===== config.mk =====
export PLATFORM = sky130hd
export DESIGN_NAME = sipo_rx
export DESIGN_NICKNAME = d
export VERILOG_FILES = /design/src/rtl/sipo_rx.sv
export SDC_FILE = /design/constraint.sdc
export NUM_CORES = 1
export LEC_CHECK = 0
export CAP_MARGIN = 15
export CORE_UTILIZATION = 40
export CTS_BUF_LIST = sky130_fd_sc_hd__clkbuf_4 sky130_fd_sc_hd__clkbuf_8 sky130_fd_sc_hd__clkbuf_16
export CTS_CLUSTER_DIAMETER = 60
export DETAILED_ROUTE_END_ITERATION = 16
export MAX_ROUTING_LAYER = met4
export PLACE_DENSITY = 0.71
export SYNTH_ARGS = -nofsm -noshare
export SYNTH_HDL_FRONTEND = slang
export SYNTH_SLANG_ARGS = --single-unit

===== constraint.sdc =====
create_clock -name clk_i -period 2.4 [get_ports clk_i]
set_input_delay 0.72 -clock clk_i [delete_from_list [all_inputs] [get_ports clk_i]]
set_output_delay 0.72 -clock clk_i [all_outputs]
set_load 0.01 [all_outputs]

===== src/rtl/sipo_rx.sv =====
// sipo_rx: serial-in parallel-out receiver for the LSB-first link driven by the PISO.
// It deserialises WIDTH-bit frames into words and presents them on a valid/ready port
// through a one-word holding register. If a word completes while the holding register is
// still full, the new word is dropped and overrun_o pulses for one cycle.
//
// Optional feature: define SIPO_RX_PARITY_EN to append one even-parity bit to every frame.
// The frame then carries WIDTH data bits plus the parity bit. A mismatch is flagged on
// par_err_o, which is held alongside the delivered word. When the macro is undefined,
// par_err_o is tied to 0.
//
// Ports:
//   clk_i      in   1      clock, rising edge
//   rst_i      in   1      synchronous active-high reset
//   start_i    in   1      with bit_vld_i: this bit is bit 0 of a new frame
//   bit_vld_i  in   1      data_i valid this cycle
//   data_i     in   1      serial data, LSB first
//   data_o     out  WIDTH  received word
//   valid_o    out  1      data_o holds an unconsumed word
//   ready_i    in   1      consumer accepts when valid_o & ready_i
//   busy_o     out  1      frame in progress
//   overrun_o  out  1      one-cycle pulse: a completed word was dropped
//   par_err_o  out  1      parity error of the held word (parity build only)
module sipo_rx #(
    parameter int unsigned WIDTH = 4
) (
    input  logic             clk_i,
    input  logic             rst_i,
    input  logic             start_i,
    input  logic             bit_vld_i,
    input  logic             data_i,
    output logic [WIDTH-1:0] data_o,
    output logic             valid_o,
    input  logic             ready_i,
    output logic             busy_o,
    output logic             overrun_o,
    output logic             par_err_o
);

    localparam int unsigned     CntW    = $clog2(WIDTH);
    localparam logic [CntW-1:0] LastCnt = CntW'(WIDTH - 1);

    typedef enum logic [1:0] {StIdle, StRecv, StPar} state_e;

    state_e           state_q;
    logic [WIDTH-1:0] shift_q;
    logic [CntW-1:0]  cnt_q;
    logic [WIDTH-1:0] data_q;
    logic             valid_q;
    logic             overrun_q;
    logic             par_err_q;

    // Frame completion is decoded combinationally in the cycle the final bit is on data_i,
    // so the word lands in the holding register on that same edge.
    logic             done;
    logic [WIDTH-1:0] done_word;
    logic             done_perr;

    always_comb begin
        done_word = shift_q;
`ifdef SIPO_RX_PARITY_EN
        done      = (state_q == StPar) && bit_vld_i && !start_i;
        done_perr = (^shift_q) ^ data_i;
`else
        done                 = (state_q == StRecv) && bit_vld_i && !start_i && (cnt_q == LastCnt);
        done_word[WIDTH-1]   = data_i;
        done_perr            = 1'b0;
`endif
    end

    always_ff @(posedge clk_i) begin
        if (rst_i) begin
            state_q   <= StIdle;
            shift_q   <= '0;
            cnt_q     <= '0;
            data_q    <= '0;
            valid_q   <= 1'b0;
            overrun_q <= 1'b0;
            par_err_q <= 1'b0;
        end else begin
            overrun_q <= 1'b0;

            if (valid_q && ready_i) begin
                valid_q   <= 1'b0;
                par_err_q <= 1'b0;
            end

            if (bit_vld_i) begin
                if (start_i) begin
                    // A start in any state begins a fresh frame and silently aborts a partial one.
                    shift_q <= {{(WIDTH-1){1'b0}}, data_i};
                    cnt_q   <= CntW'(1);
                    state_q <= StRecv;
                end else begin
                    unique case (state_q)
                        StRecv: begin
                            shift_q[cnt_q] <= data_i;
                            if (cnt_q == LastCnt) begin
                                cnt_q <= '0;
`ifdef SIPO_RX_PARITY_EN
                                state_q <= StPar;
`else
                                state_q <= StIdle;
`endif
                            end else begin
                                cnt_q <= cnt_q + 1'b1;
                            end
                        end
                        StPar:   state_q <= StIdle;
                        default: ;
                    endcase
                end
            end

            if (done) begin
                // The holding register can accept a new word when it is empty or being drained.
                if (!valid_q || ready_i) begin
                    data_q    <= done_word;
                    valid_q   <= 1'b1;
                    par_err_q <= done_perr;
                end else begin
                    overrun_q <= 1'b1;
                end
            end
        end
    end

    assign data_o    = data_q;
    assign valid_o   = valid_q;
    assign busy_o    = (state_q != StIdle);
    assign overrun_o = overrun_q;
`ifdef SIPO_RX_PARITY_EN
    assign par_err_o = par_err_q;
`else
    assign par_err_o = 1'b0;
`endif

endmodule


==> impl_results.md <==
* Nets in the synthesized netlist at between 70 and 80
* Final-layout setup total negative slack at 0 ns
* Average via count per standard cell at about 5
* Setup slack at placement at around 0.38 ns
* Highest ir drop seen on vdd at 0.266 mV
* Number of instances in the synthesized netlist at between 60 and 70
* Width of the die at 40.9 um
* Worst clock skew at roughly 0.0029 ns
* Vias post-DR at around 440
* Filler instances at approximately 130
* Status: finished clean
* Part of the power in combinational logic at between 10 and 15%
* Floorplan die height at 40.9 um
* CP Buf/Inv Count at 1
* Leakage power figure at just under 0.3 nW
* Worst-skew pair later-pin latency at about 0.26 ns
* Antenna violations before repair at 0
* Final Net Count at 87
* Number of optimization iterations in the first detailed-route pass at 4
* Power per Cell Area at about 490 mW/mm^2
* Post-synthesis sequential area ratio at about two fifths
* Root cell of the clock tree: sky130_fd_sc_hd__clkbuf_4
* Fmax at 539 MHz
* Crit share post-route at between 70% and 80%
* Async set-or-reset flop fraction in the synthesized netlist at 0%
* Clk sink count at 12
* RSZ-0062 raised after global routing: false
* Buffers added on ports at 12
* Flip-flop cell with the highest count after synthesis: sky130_fd_sc_hd__dfxtp_1
* Fraction of power spent switching nets at between 20% and 30%
* Area inside the core boundary at roughly 0.0014 sq mm
* Sequential share of power at around 56%
* Final worst slack at about 0.54 ns
* Chain of cells forming the critical path: clkdlybuf4s50_1
* DR iter-0 viols at 5
* Critical path endpoint category: primary output
* Via count of the first global-routing pass at between 300 and 400
* DRC violations left at 0
* Hold Vio Cnt, Final at 0
* Type of the most critical hold path: reg2reg
* Worst Path Arrival at roughly 1.1 ns
* Synth top area share at between 30% and 40%
* Net Switching at roughly 85 uW
* Max Transition Viols Final at 0
* Wire length of the first global-routing pass at between 1500 and 2000 um
* Number of antenna-violating nets in the routed design at 0
* Total of flip-flops plus latches after synthesis at 12
* Netlist cell types at 23
* Min Clock Period, post-route at roughly 1.9 ns
* Clock group share of total power at roughly 33%
* Max incr delay on CP at 0.53 ns
* Number of enable-type register cells in the synthesized netlist at 0
* Post-synthesis average cell area at ~9.6 sq um
* Aggregate global-route resource usage at between 10% and 20%
* Routed wire length per instance at ~10 um
* Library cell with the highest instance count after synthesis: sky130_fd_sc_hd__dfxtp_1
* Clock Path Buffers at 2
* Std-Cell Rows at 13
* Clock tree from TritonCTS: done
* Cells resized by post-CTS repair at 0
* Int Pwr at about 280 uW
* H-tree levels at 1
* RD Place Congestion at 0.842
* Worst hold margin at between 0.4 and 0.5 ns
* Worst Path Required at 1.68 ns
* Reported max-cap violation count at 0
* Gr ovfl total at 0
* Hold-fix buffers at CTS at 0
* Crit-path slowest cell: sky130_fd_sc_hd__clkdlybuf4s50_1
* Worst Setup Start Kind: register
* Yosys warning count at 0
* Post-CTS setup-driven buffer insertion count at 0
* Maximum number of pins on one net before global-route repair at 15
* Maximum fanout encountered on the critical timing path at 2
* Post-Syn Area at 606 sq um
* Starting density of the core at about 45%
* List of most frequent post-synthesis cells: sky130_fd_sc_hd__dfxtp_1 (12), sky130_fd_sc_hd__nand2b_1 (9), sky130_fd_sc_hd__mux2i_1 (7)
* Number of top-level pins at 14
* Cell type contributing the most total cell area after synthesis: sky130_fd_sc_hd__dfxtp_1
* Kind of cell adding the most delay to the critical path: buffers and inverters
* Final setup fails at 0
* Post-CTS clock slew at the launch and capture registers of the worst setup and hold paths at roughly 0.07 ns
* Die Outline Area at around 0.0017 sq mm
* Ratio of cells with drive above 1 in the final layout at between 10% and 20%
* Largest cells by area after synthesis: sky130_fd_sc_hd__dfxtp_1 (40%), sky130_fd_sc_hd__mux2i_1 (12%), sky130_fd_sc_hd__nand2b_1 (9.3%), sky130_fd_sc_hd__ha_1 (8.3%), sky130_fd_sc_hd__nand4b_4 (3.9%)
* Number of buffers created by CTS at 3
* Diodes inserted at 0
* Layout overhead on the synthesized area at 23.3%
* Wire length after detailed routing at around 930 um
* Critical path class: reg2out
[stage by stage]
stage          area (sq um)  util [%]  instances  total power, mW
2_1_floorplan           606         -         63            0.235
3_5_place_dp            724      53.7         87            0.252
4_1_cts                 747      55.3         90            0.372
6_report                747      55.3         90            0.367
5_1_grt                 747      55.3         90            0.393
3_3_place_gp            724      53.7         87            0.251
[final timing paths]
check	startpoint	endpoint	slack (ns)	depth (start not counted)
worst min register to register	shift_q[1]	data_o[1]	0.48	2
worst min-delay path	shift_q[1]	data_o[1]	0.48	2
worst max register to register	cnt_q[0]	data_o[0]	1.04	4
worst max-delay path	data_o[1]	data_o[1]	0.54	1
[cell families (layout without fill, tap and decap cells)]
family	Yosys count	in the layout	share of synthesized area, %
simple gates	24	24	25.2
flops	12	12	39.7
compound gates	8	8	7.65
mux	7	7	11.6
buf+inv	7	19	7.02
fa+ha+maj	4	4	8.26
other cells	1	1	0.619
[sequential cells by signal, summed over array words and instances (netlist names)]
signal / flops
data_o: 4
valid_o: 1
cnt_q: 2
shift_q: 3
state_q: 1
overrun_o: 1
[per-layer routing]
metal | vias to the layer above | global-route usage [%] | wire, um
met3 | 2 | 4.89 | 34
met1 | 195 | 20.3 | 480
met4 | 0 | 10.0 | 19
met5 | - | - | 0
met2 | 11 | 20.7 | 397
li1 | 234 | - | -
[power groups by stage]
stage / logic, mW / clock network, mW / registers, mW
after global routing: 0.0470 / 0.139 / 0.206
after global placement: 0.0411 / 0 / 0.210
final: 0.0412 / 0.121 / 0.206
after CTS: 0.0415 / 0.125 / 0.206
after floorplan: 0.0251 / 0 / 0.210
after detailed placement: 0.0413 / 0 / 0.210
[layout by cell type, fill, tap and decap left out]
cell,netlist,layout
sky130_fd_sc_hd__dfxtp_1,12,12
sky130_fd_sc_hd__buf_4,2,2
sky130_fd_sc_hd__nor2b_1,1,1
sky130_fd_sc_hd__ha_1,4,4
sky130_fd_sc_hd__nor3_1,1,1
sky130_fd_sc_hd__nor2_1,3,3
sky130_fd_sc_hd__clkdlybuf4s50_1,0,12
sky130_fd_sc_hd__inv_1,2,2
sky130_fd_sc_hd__nor3b_1,1,1
sky130_fd_sc_hd__a21oi_1,4,4
sky130_fd_sc_hd__nand4b_4,1,1
sky130_fd_sc_hd__a22oi_1,1,1
sky130_fd_sc_hd__a21o_2,1,1
sky130_fd_sc_hd__nor2b_2,1,1
sky130_fd_sc_hd__nand2b_1,9,9
sky130_fd_sc_hd__o21ai_0,2,2
sky130_fd_sc_hd__nand2_1,4,4
sky130_fd_sc_hd__clkbuf_4,0,3
sky130_fd_sc_hd__conb_1,1,1
sky130_fd_sc_hd__nand4b_1,1,1
sky130_fd_sc_hd__nand3_1,2,2
sky130_fd_sc_hd__mux2i_1,7,7
[area by class of cell]
class	instances	area [sq um]	share of cell area, %
clock buffer	3	22.5	3.02
timing repair buffer	14	135	18.1
tap	15	18.8	2.51
sequential	12	240	32.2
inverter	2	7.51	1.01
multi-input combinational	44	323	43.2
[worst reg2reg max path, cell delays in order, from the launching register on]
cell and delay [ns]:
sky130_fd_sc_hd__dfxtp_1 0.41, sky130_fd_sc_hd__ha_1 0.26, sky130_fd_sc_hd__nand4b_4 0.13, sky130_fd_sc_hd__nor2b_2 0.26
sky130_fd_sc_hd__mux2i_1 0.22
No activity file was read; power rests on OpenSTA's default activity.
